### src/rtl/sram_arbiter_pkg.sv
// sram_arbiter_pkg: shared types and constants for the SRAM arbiter slice.
//   sram_addr_t      19-bit physical address into the 512K SRAM.
//   BANK_*           16K RAM bank numbers used by the fixed CPU windows and video.
//   sram_state_t     access sequencer states (IDLE -> SETUP -> STROBE -> RECOVER).
//   bank_addr()      builds the SRAM address of an offset within a 16K RAM bank.
package sram_arbiter_pkg;

   typedef logic [18:0] sram_addr_t;

   localparam logic [3:0] BANK_SCREEN0 = 4'd5;
   localparam logic [3:0] BANK_SCREEN1 = 4'd7;
   localparam logic [3:0] BANK_MID     = 4'd2;

   typedef enum logic [1:0] {
      IDLE    = 2'd0,
      SETUP   = 2'd1,
      STROBE  = 2'd2,
      RECOVER = 2'd3
   } sram_state_t;

   // RAM bank n occupies n*16K upwards from SRAM address 0.
   function automatic sram_addr_t bank_addr(input logic [3:0] bank, input logic [13:0] offset);
      return {1'b0, bank, offset};
   endfunction

endpackage

### src/rtl/sram_arbiter_if.sv
// cpu_bus: Z80-side memory bus as seen by the SRAM arbiter.
//   a     CPU address
//   d     CPU write data
//   mreq  memory request (active high here)
//   rd    read strobe
//   wr    write strobe
// Modports: master drives the bus (CPU / testbench), slave observes it (arbiter).
interface cpu_bus;
   logic [15:0] a;
   logic [7:0]  d;
   logic        mreq;
   logic        rd;
   logic        wr;

   modport master (output a, output d, output mreq, output rd, output wr);
   modport slave  (input  a, input  d, input  mreq, input  rd, input  wr);
endinterface

### src/rtl/sram_arbiter_addr_map.sv
// sram_addr_map: purely combinational CPU address decode into the 512K SRAM.
//   a               16-bit CPU address
//   div_map         DivMMC mapped into 0000-3FFF
//   div_ram         DivMMC area access targets DivMMC RAM
//   div_page        DivMMC RAM page for 2000-3FFF
//   div_ramwr_mask  suppress writes
//   rom_page        system ROM page
//   ram_page        bank mapped at C000-FFFF
//   addr            resolved SRAM address
//   wr_blocked      a write to this address must not strobe the SRAM
// The video path reuses this block by presenting its offset in the C000 window
// with the screen bank on ram_page.
module sram_addr_map
   import sram_arbiter_pkg::*;
#(
   parameter sram_addr_t ROM_BASE    = 19'h40000,
   parameter sram_addr_t DIVROM_BASE = 19'h50000,
   parameter sram_addr_t DIVRAM_BASE = 19'h60000
) (
   input  logic [15:0] a,
   input  logic        div_map,
   input  logic        div_ram,
   input  logic [3:0]  div_page,
   input  logic        div_ramwr_mask,
   input  logic [1:0]  rom_page,
   input  logic [3:0]  ram_page,
   output sram_addr_t  addr,
   output logic        wr_blocked
);

   logic rom_target;

   always_comb begin
      addr       = '0;
      rom_target = 1'b0;
      if (a[15:13] == 3'b000 && div_map && !div_ram) begin
         addr       = DIVROM_BASE + {6'd0, a[12:0]};
         rom_target = 1'b1;
      end else if (a[15:14] == 2'b00 && div_map && div_ram) begin
         // 2000-3FFF follows div_page; 0000-1FFF is fixed to DivMMC page 3.
         addr = DIVRAM_BASE + {2'd0, (a[13] ? div_page : 4'd3), a[12:0]};
      end else if (a[15:14] == 2'b00) begin
         addr       = ROM_BASE + {3'd0, rom_page, a[13:0]};
         rom_target = 1'b1;
      end else begin
         unique case (a[15:14])
            2'b01:   addr = bank_addr(BANK_SCREEN0, a[13:0]);
            2'b10:   addr = bank_addr(BANK_MID, a[13:0]);
            default: addr = bank_addr(ram_page, a[13:0]);
         endcase
      end
      wr_blocked = rom_target || div_ramwr_mask;
   end

endmodule

### src/rtl/sram_arbiter.sv
// sram_arbiter: shares the 512K SRAM between CPU accesses and video fetches.
// Each access takes four clk28 cycles (IDLE, SETUP, STROBE, RECOVER); every
// SRAM-facing output is registered so strobes cannot glitch.
// Ports:
//   clk28, rst_n       clock, asynchronous active-low reset
//   bus                cpu_bus slave modport (a, d, mreq, rd, wr)
//   div_*              DivMMC paging state (map, ram, page, ramwr_mask)
//   rom_page, ram_page 128K/ROM paging state
//   vid_req/addr/bank7 video fetch request (level), offset and screen select
//   vid_ack, vid_data  one-cycle ack with the fetched byte
//   sram_*             SRAM address, data and active-low strobes
//   d_out, d_out_active CPU read data for the bus mux
// Build option: define SRAM_VID_PRIORITY_EN to make video win every tie;
// otherwise ties alternate round-robin.
module sram_arbiter
   import sram_arbiter_pkg::*;
#(
   parameter sram_addr_t ROM_BASE    = 19'h40000,
   parameter sram_addr_t DIVROM_BASE = 19'h50000,
   parameter sram_addr_t DIVRAM_BASE = 19'h60000
) (
   input  logic        clk28,
   input  logic        rst_n,
   cpu_bus.slave       bus,
   input  logic        div_map,
   input  logic        div_ram,
   input  logic [3:0]  div_page,
   input  logic        div_ramwr_mask,
   input  logic [1:0]  rom_page,
   input  logic [3:0]  ram_page,
   input  logic        vid_req,
   input  logic [13:0] vid_addr,
   input  logic        vid_bank7,
   output logic        vid_ack,
   output logic [7:0]  vid_data,
   output sram_addr_t  sram_a,
   input  logic [7:0]  sram_d_in,
   output logic [7:0]  sram_d_out,
   output logic        sram_d_oe,
   output logic        sram_oe_n,
   output logic        sram_we_n,
   output logic [7:0]  d_out,
   output logic        d_out_active
);

   sram_state_t state;
   sram_addr_t  cpu_addr;
   sram_addr_t  vid_sram_addr;
   logic        cpu_blocked;
   logic        vid_blocked;
   logic        cpu_done;
   logic        cpu_req;
   logic        grant_vid;
   logic        grant_cpu;
   logic        op_vid;
   logic        op_wr;
   logic        op_blocked;
`ifndef SRAM_VID_PRIORITY_EN
   logic        last_grant_vid;
`endif

   sram_addr_map #(
      .ROM_BASE    (ROM_BASE),
      .DIVROM_BASE (DIVROM_BASE),
      .DIVRAM_BASE (DIVRAM_BASE)
   ) u_cpu_map (
      .a              (bus.a),
      .div_map        (div_map),
      .div_ram        (div_ram),
      .div_page       (div_page),
      .div_ramwr_mask (div_ramwr_mask),
      .rom_page       (rom_page),
      .ram_page       (ram_page),
      .addr           (cpu_addr),
      .wr_blocked     (cpu_blocked)
   );

   sram_addr_map #(
      .ROM_BASE    (ROM_BASE),
      .DIVROM_BASE (DIVROM_BASE),
      .DIVRAM_BASE (DIVRAM_BASE)
   ) u_vid_map (
      .a              ({2'b11, vid_addr}),
      .div_map        (1'b0),
      .div_ram        (1'b0),
      .div_page       (4'd0),
      .div_ramwr_mask (1'b0),
      .rom_page       (2'd0),
      .ram_page       (vid_bank7 ? BANK_SCREEN1 : BANK_SCREEN0),
      .addr           (vid_sram_addr),
      .wr_blocked     (vid_blocked)
   );

   // cpu_done suppresses a second access within the same MREQ.
   assign cpu_req = bus.mreq && (bus.rd || bus.wr) && !cpu_done;

`ifdef SRAM_VID_PRIORITY_EN
   assign grant_vid = vid_req;
`else
   assign grant_vid = vid_req && (!cpu_req || !last_grant_vid);
`endif
   assign grant_cpu = cpu_req && !grant_vid;

   assign d_out_active = bus.mreq && bus.rd && cpu_done;

   always_ff @(posedge clk28 or negedge rst_n) begin
      if (!rst_n) begin
         state      <= IDLE;
         sram_a     <= '0;
         sram_d_out <= '0;
         sram_d_oe  <= 1'b0;
         sram_oe_n  <= 1'b1;
         sram_we_n  <= 1'b1;
         vid_ack    <= 1'b0;
         vid_data   <= '0;
         d_out      <= '0;
         cpu_done   <= 1'b0;
         op_vid     <= 1'b0;
         op_wr      <= 1'b0;
         op_blocked <= 1'b0;
`ifndef SRAM_VID_PRIORITY_EN
         last_grant_vid <= 1'b0;
`endif
      end else begin
         vid_ack <= 1'b0;
         unique case (state)
            IDLE: begin
               if (grant_vid || grant_cpu) begin
                  sram_a     <= grant_vid ? vid_sram_addr : cpu_addr;
                  op_vid     <= grant_vid;
                  op_wr      <= !grant_vid && bus.wr;
                  op_blocked <= grant_vid ? vid_blocked : cpu_blocked;
                  sram_d_out <= bus.d;
                  sram_d_oe  <= !grant_vid && bus.wr && !cpu_blocked;
`ifndef SRAM_VID_PRIORITY_EN
                  last_grant_vid <= grant_vid;
`endif
                  state <= SETUP;
               end
            end
            SETUP: begin
               sram_oe_n <= op_wr;
               sram_we_n <= !(op_wr && !op_blocked);
               state     <= STROBE;
            end
            STROBE: begin
               sram_oe_n <= 1'b1;
               sram_we_n <= 1'b1;
               if (!op_wr) begin
                  if (op_vid) vid_data <= sram_d_in;
                  else        d_out    <= sram_d_in;
               end
               if (op_vid) vid_ack  <= 1'b1;
               else        cpu_done <= 1'b1;
               state <= RECOVER;
            end
            default: begin
               // Data bus stays driven through RECOVER for write hold time.
               sram_d_oe <= 1'b0;
               state     <= IDLE;
            end
         endcase
         if (!bus.mreq) cpu_done <= 1'b0;
      end
   end

endmodule
### src/flat_wrapper.sv
// flat-port wrapper written by rule: the top's interface ports become plain ports
module sram_arbiter_flat import sram_arbiter_pkg::*;
#(
   parameter sram_addr_t ROM_BASE    = 19'h40000,
   parameter sram_addr_t DIVROM_BASE = 19'h50000,
   parameter sram_addr_t DIVRAM_BASE = 19'h60000
)
  (clk28, rst_n, div_map, div_ram, div_page, div_ramwr_mask, rom_page, ram_page, vid_req, vid_addr, vid_bank7, vid_ack, vid_data, sram_a, sram_d_in, sram_d_out, sram_d_oe, sram_oe_n, sram_we_n, d_out, d_out_active, bus_a, bus_d, bus_mreq, bus_rd, bus_wr);
  cpu_bus bus_i ();
  input  logic clk28;
  input  logic rst_n;
  input  logic div_map;
  input  logic div_ram;
  input  logic [3:0] div_page;
  input  logic div_ramwr_mask;
  input  logic [1:0] rom_page;
  input  logic [3:0] ram_page;
  input  logic vid_req;
  input  logic [13:0] vid_addr;
  input  logic vid_bank7;
  output logic vid_ack;
  output logic [7:0] vid_data;
  output sram_addr_t sram_a;
  input  logic [7:0] sram_d_in;
  output logic [7:0] sram_d_out;
  output logic sram_d_oe;
  output logic sram_oe_n;
  output logic sram_we_n;
  output logic [7:0] d_out;
  output logic d_out_active;
  input wire logic [$bits(bus_i.a)-1:0] bus_a;
  input wire logic [$bits(bus_i.d)-1:0] bus_d;
  input wire logic [$bits(bus_i.mreq)-1:0] bus_mreq;
  input wire logic [$bits(bus_i.rd)-1:0] bus_rd;
  input wire logic [$bits(bus_i.wr)-1:0] bus_wr;
  assign bus_i.a = bus_a;
  assign bus_i.d = bus_d;
  assign bus_i.mreq = bus_mreq;
  assign bus_i.rd = bus_rd;
  assign bus_i.wr = bus_wr;
  sram_arbiter #(.ROM_BASE(ROM_BASE), .DIVROM_BASE(DIVROM_BASE), .DIVRAM_BASE(DIVRAM_BASE)) u_core (.clk28(clk28), .rst_n(rst_n), .bus(bus_i), .div_map(div_map), .div_ram(div_ram), .div_page(div_page), .div_ramwr_mask(div_ramwr_mask), .rom_page(rom_page), .ram_page(ram_page), .vid_req(vid_req), .vid_addr(vid_addr), .vid_bank7(vid_bank7), .vid_ack(vid_ack), .vid_data(vid_data), .sram_a(sram_a), .sram_d_in(sram_d_in), .sram_d_out(sram_d_out), .sram_d_oe(sram_d_oe), .sram_oe_n(sram_oe_n), .sram_we_n(sram_we_n), .d_out(d_out), .d_out_active(d_out_active));
endmodule
### config.mk
export PLATFORM = sky130hd
export DESIGN_NAME = sram_arbiter_flat
export DESIGN_NICKNAME = d
export VERILOG_FILES = /design/src/rtl/sram_arbiter_pkg.sv /design/src/rtl/sram_arbiter_if.sv /design/src/rtl/sram_arbiter_addr_map.sv /design/src/rtl/sram_arbiter.sv /design/src/flat_wrapper.sv
export SDC_FILE = /design/constraint.sdc
export NUM_CORES = 1
export LEC_CHECK = 0
export ABC_CLOCK_PERIOD_IN_PS = 5050
export CORE_MARGIN = 1.5
export CORE_UTILIZATION = 28
export CTS_CLUSTER_DIAMETER = 80
export DETAILED_ROUTE_END_ITERATION = 10
export GPL_TIMING_DRIVEN = 1
export SYNTH_ARGS = -nofsm -noshare
export SYNTH_HDL_FRONTEND = slang
export SYNTH_SLANG_ARGS = --single-unit
### constraint.sdc
create_clock -name clk28 -period 5.05 [get_ports clk28]
set_input_delay 0.505 -clock clk28 [delete_from_list [all_inputs] [get_ports clk28]]
set_output_delay 0.505 -clock clk28 [all_outputs]
set_load 0.05 [all_outputs]
==> impl_metrics.yaml <==
critical_path:
  r2r_cells: 4
  cp_max_fo: 4
  crit_required_ns: 4.55
  reg2reg_to: "u_core.sram_a[18]"
  crit_arrival_ns: 2.00
  worstSetupPathType: "in -> out"
  critPathCaptureType: "output pin"
  start_kind: "input port"
  r2r_setup_slack_ns: 2.99
  regToRegStartpoint: "u_core.state[0]"
routing:
  dr.pass1.iters: 5
  vias_per_cell: 4.74
  drc: 0
  drtIter0Drc: 36
  vias: 1961
  drt.antenna.violating_nets: 0
  wire_per_inst_um: 15.5
  routed_wl_um: 6420
die:
  fp.dieH_um: 96.2
  start_util_pct: 29.3
  die_w_um: 96.2
  ios: 114
  core_area_um2: 8300
  rows: 33
  die_area_um2: 9260
clock_network:
  numCtsBuffers: 5
  htreeDepth: 2
  hold_buffers: 0
  insertion_delay_ns: 0.31
  post_cts_buffers: 0
  cts_buffer_depth: 2
  tritoncts: "done"
  cts-root-buf: "clkbuf_8"
  post_cts_resized: 0
  cts_sinks: 53
  clk_pin_slew_ns: 0.10
power_and_ir_drop:
  swShare_pct: 47.4
  p_per_area_nw_per_um2: 684
  internal_power_mw: 1.35
  ir_worst_vdd_v: 0.000263
  leakage_nw: 1.54
  p_switching_mw: 1.22
  p_clk_share_pct: 9.8
  combPwrFrac_pct: 60.8
  p_seq_share_pct: 29.4
yosys:
  synth_flop_cell: "dfrtp_1"
  seq_area_frac_synth_pct: 54.6
  syn_inst: 193
  synthesis.nets: 265
  synthesis.area_um2: 2430
  synth-edff-count: 0
  async_flop_share_pct: 100
  ys_ff_latch: 53
  synth.distinct_cells: 46
  yosysWarnings: 0
  avgSynthCellArea_um2: 12.6
timing:
  setup_viol: 0
  hold_violations: 0
  rsz0062_at_grt: "no"
  fin_crit_ns: 2.50
  maxSlewViolCount: 0
  max_freq_mhz: 400
  relSlewSlack_pct: 43.9
  fin_ws_ns: 2.55
  hold_slack_ns: 0.314
  period_share_pct: 49.5
  final.setup.tns_ns: 0
  finClkSkew_ns: 0.0125
  worst_pin_slew_ns: 0.842
placed_design:
  gp_congestion: 0.731
  dp_hpwl_um: 4740
  io_buffers: 113
  pre_cts_slack_ns: 2.52
global_route:
  grt_max_degree: 54
  grt_pass1_vias: 2056
  antenna_found_initial: 0
  overflow: 0
  grt_pass1_wl_um: 9950
  grt_use_total_pct: 14.1
flow_run:
  cap_viol_max_count: 0
final_layout:
  drive_above_1_share_pct: 16.8
  nNetsFinal: 380
  n_antenna_cell: 0
  area_delta_synth_final_pct: 54.5
  fill_cells: 768
run_status:
  status: "completed"
hold_path:
  hold_class: "in -> async"
cells in the mapped netlist, types with 2 or more instances:
| master | n | area [µm²] |
|---|---|---|
| buf_2 | 4 | 20.0 |
| a211oi_1 | 2 | 15.0 |
| inv_1 | 7 | 26.3 |
| nor2_1 | 11 | 41.3 |
| dfrtp_1 | 51 | 1280 |
| a221o_1 | 7 | 70.1 |
| nand2_1 | 5 | 18.8 |
| and3_1 | 4 | 25.0 |
| o2bb2ai_1 | 2 | 17.5 |
| nand3b_1 | 2 | 15.0 |
| o21ai_0 | 4 | 20.0 |
| nand3_1 | 3 | 15.0 |
| o221a_2 | 7 | 78.8 |
| ha_1 | 6 | 75.1 |
| o21a_1 | 2 | 15.0 |
| nand2b_1 | 6 | 37.5 |
| a21oi_1 | 6 | 30.0 |
| and2_0 | 6 | 37.5 |
| dfstp_2 | 2 | 52.6 |
| or2b_1 | 4 | 30.0 |
| mux2_2 | 26 | 293 |
| o211ai_1 | 2 | 15.0 |
kinds of logic (layout without fill, tap and decap cells):
| logic type | after synthesis | after routing | synth area share (%) |
|---|---|---|---|
| multiplexers | 27 | 27 | 12.4 |
| buffers and inverters | 15 | 131 | 2.98 |
| AO/OA/AOI/OAI | 44 | 44 | 15.4 |
| AND/OR/NAND/NOR | 48 | 48 | 11.5 |
| adder cells (fa/ha/maj) | 6 | 6 | 3.08 |
| flip-flops | 53 | 53 | 54.6 |
worst max-delay path by stage:
stage,start,end,slack (ns)
after global placement,bus_mreq,u_core.sram_d_out[1],2.54
after detailed placement,bus_mreq,u_core.sram_d_out[4],2.52
final,bus_mreq,d_out_active,2.55
after floorplan,bus_a[14],u_core.sram_a[14],3.36
after global routing,bus_mreq,d_out_active,2.48
after CTS,bus_mreq,d_out_active,2.54
registers in the layout, summed over array words and instances (netlist names):
name / cells
u_core.sram_we_n: 1
u_core.sram_d_oe: 1
u_core.cpu_done: 1
u_core.state: 2
u_core.d_out: 8
u_core.last_grant_vid: 1
u_core.op_blocked: 1
u_core.vid_data: 8
u_core.sram_oe_n: 1
u_core.sram_d_out: 8
u_core.op_wr: 1
u_core.vid_ack: 1
u_core.sram_a: 19
critical path, cell delays in order:
cell	delay (ns)
clkdlybuf4s50_1	0.53
and3_1	0.16
clkdlybuf4s50_1	0.80
cells in the final DEF (no fill, tap or decap), types with 2 or more instances in the layout:
| cell | count |
|---|---|
| inv_1 | 7 |
| and3_1 | 4 |
| nand2b_1 | 6 |
| or2b_1 | 4 |
| o21a_1 | 2 |
| ha_1 | 6 |
| clkbuf_8 | 6 |
| o221a_2 | 7 |
| nand3b_1 | 2 |
| clkdlybuf4s50_1 | 112 |
| and2_0 | 6 |
| o21ai_0 | 4 |
| nor2_1 | 11 |
| o2bb2ai_1 | 2 |
| nand3_1 | 3 |
| dfstp_2 | 2 |
| a21oi_1 | 6 |
| o211ai_1 | 2 |
| a211oi_1 | 2 |
| mux2_2 | 26 |
| dfrtp_1 | 51 |
| a221o_1 | 7 |
| nand2_1 | 5 |
| buf_4 | 2 |
power groups by stage:
stage / sequential, mW / clock [mW] / combinational (mW)
after detailed placement: 0.762 / 0 / 1.58
after CTS: 0.759 / 0.265 / 1.58
after global placement: 0.761 / 0 / 1.57
after global routing: 0.784 / 0.278 / 1.66
after floorplan: 1.37 / 0 / 0.423
final: 0.755 / 0.252 / 1.56
routing by layer:
metal / wire length, µm / vias to the layer above / track usage (%)
li1: - / 936 / -
met1: 2800 / 963 / 17.7
met2: 3220 / 57 / 24.2
met3: 340 / 5 / 3.32
met4: 54 / 0 / 3.43
met5: 0 / - / 0
cell type report:
cell class,count,area [µm²],share of cell area [%]
flip-flops and latches,53,1330,35.3
repair buffers,115,1140,30.3
multi-input cells,125,1030,27.5
well taps,105,131,3.49
clock buffers,6,82.6,2.20
inverters,8,30.0,0.799
clock inverters,2,13.8,0.366
through the flow:
| step | cells | power (mW) | area [µm²] | util [%] |
|---|---|---|---|---|
| floorplan | 193 | 1.79 | 2430 | - |
| detailed placement | 406 | 2.34 | 3660 | 44.1 |
| CTS | 414 | 2.61 | 3760 | 45.3 |
| finish | 414 | 2.57 | 3760 | 45.3 |
| global placement | 406 | 2.33 | 3660 | 44.1 |
| global route | 414 | 2.72 | 3760 | 45.3 |
Power figures use the tool's default switching activity.
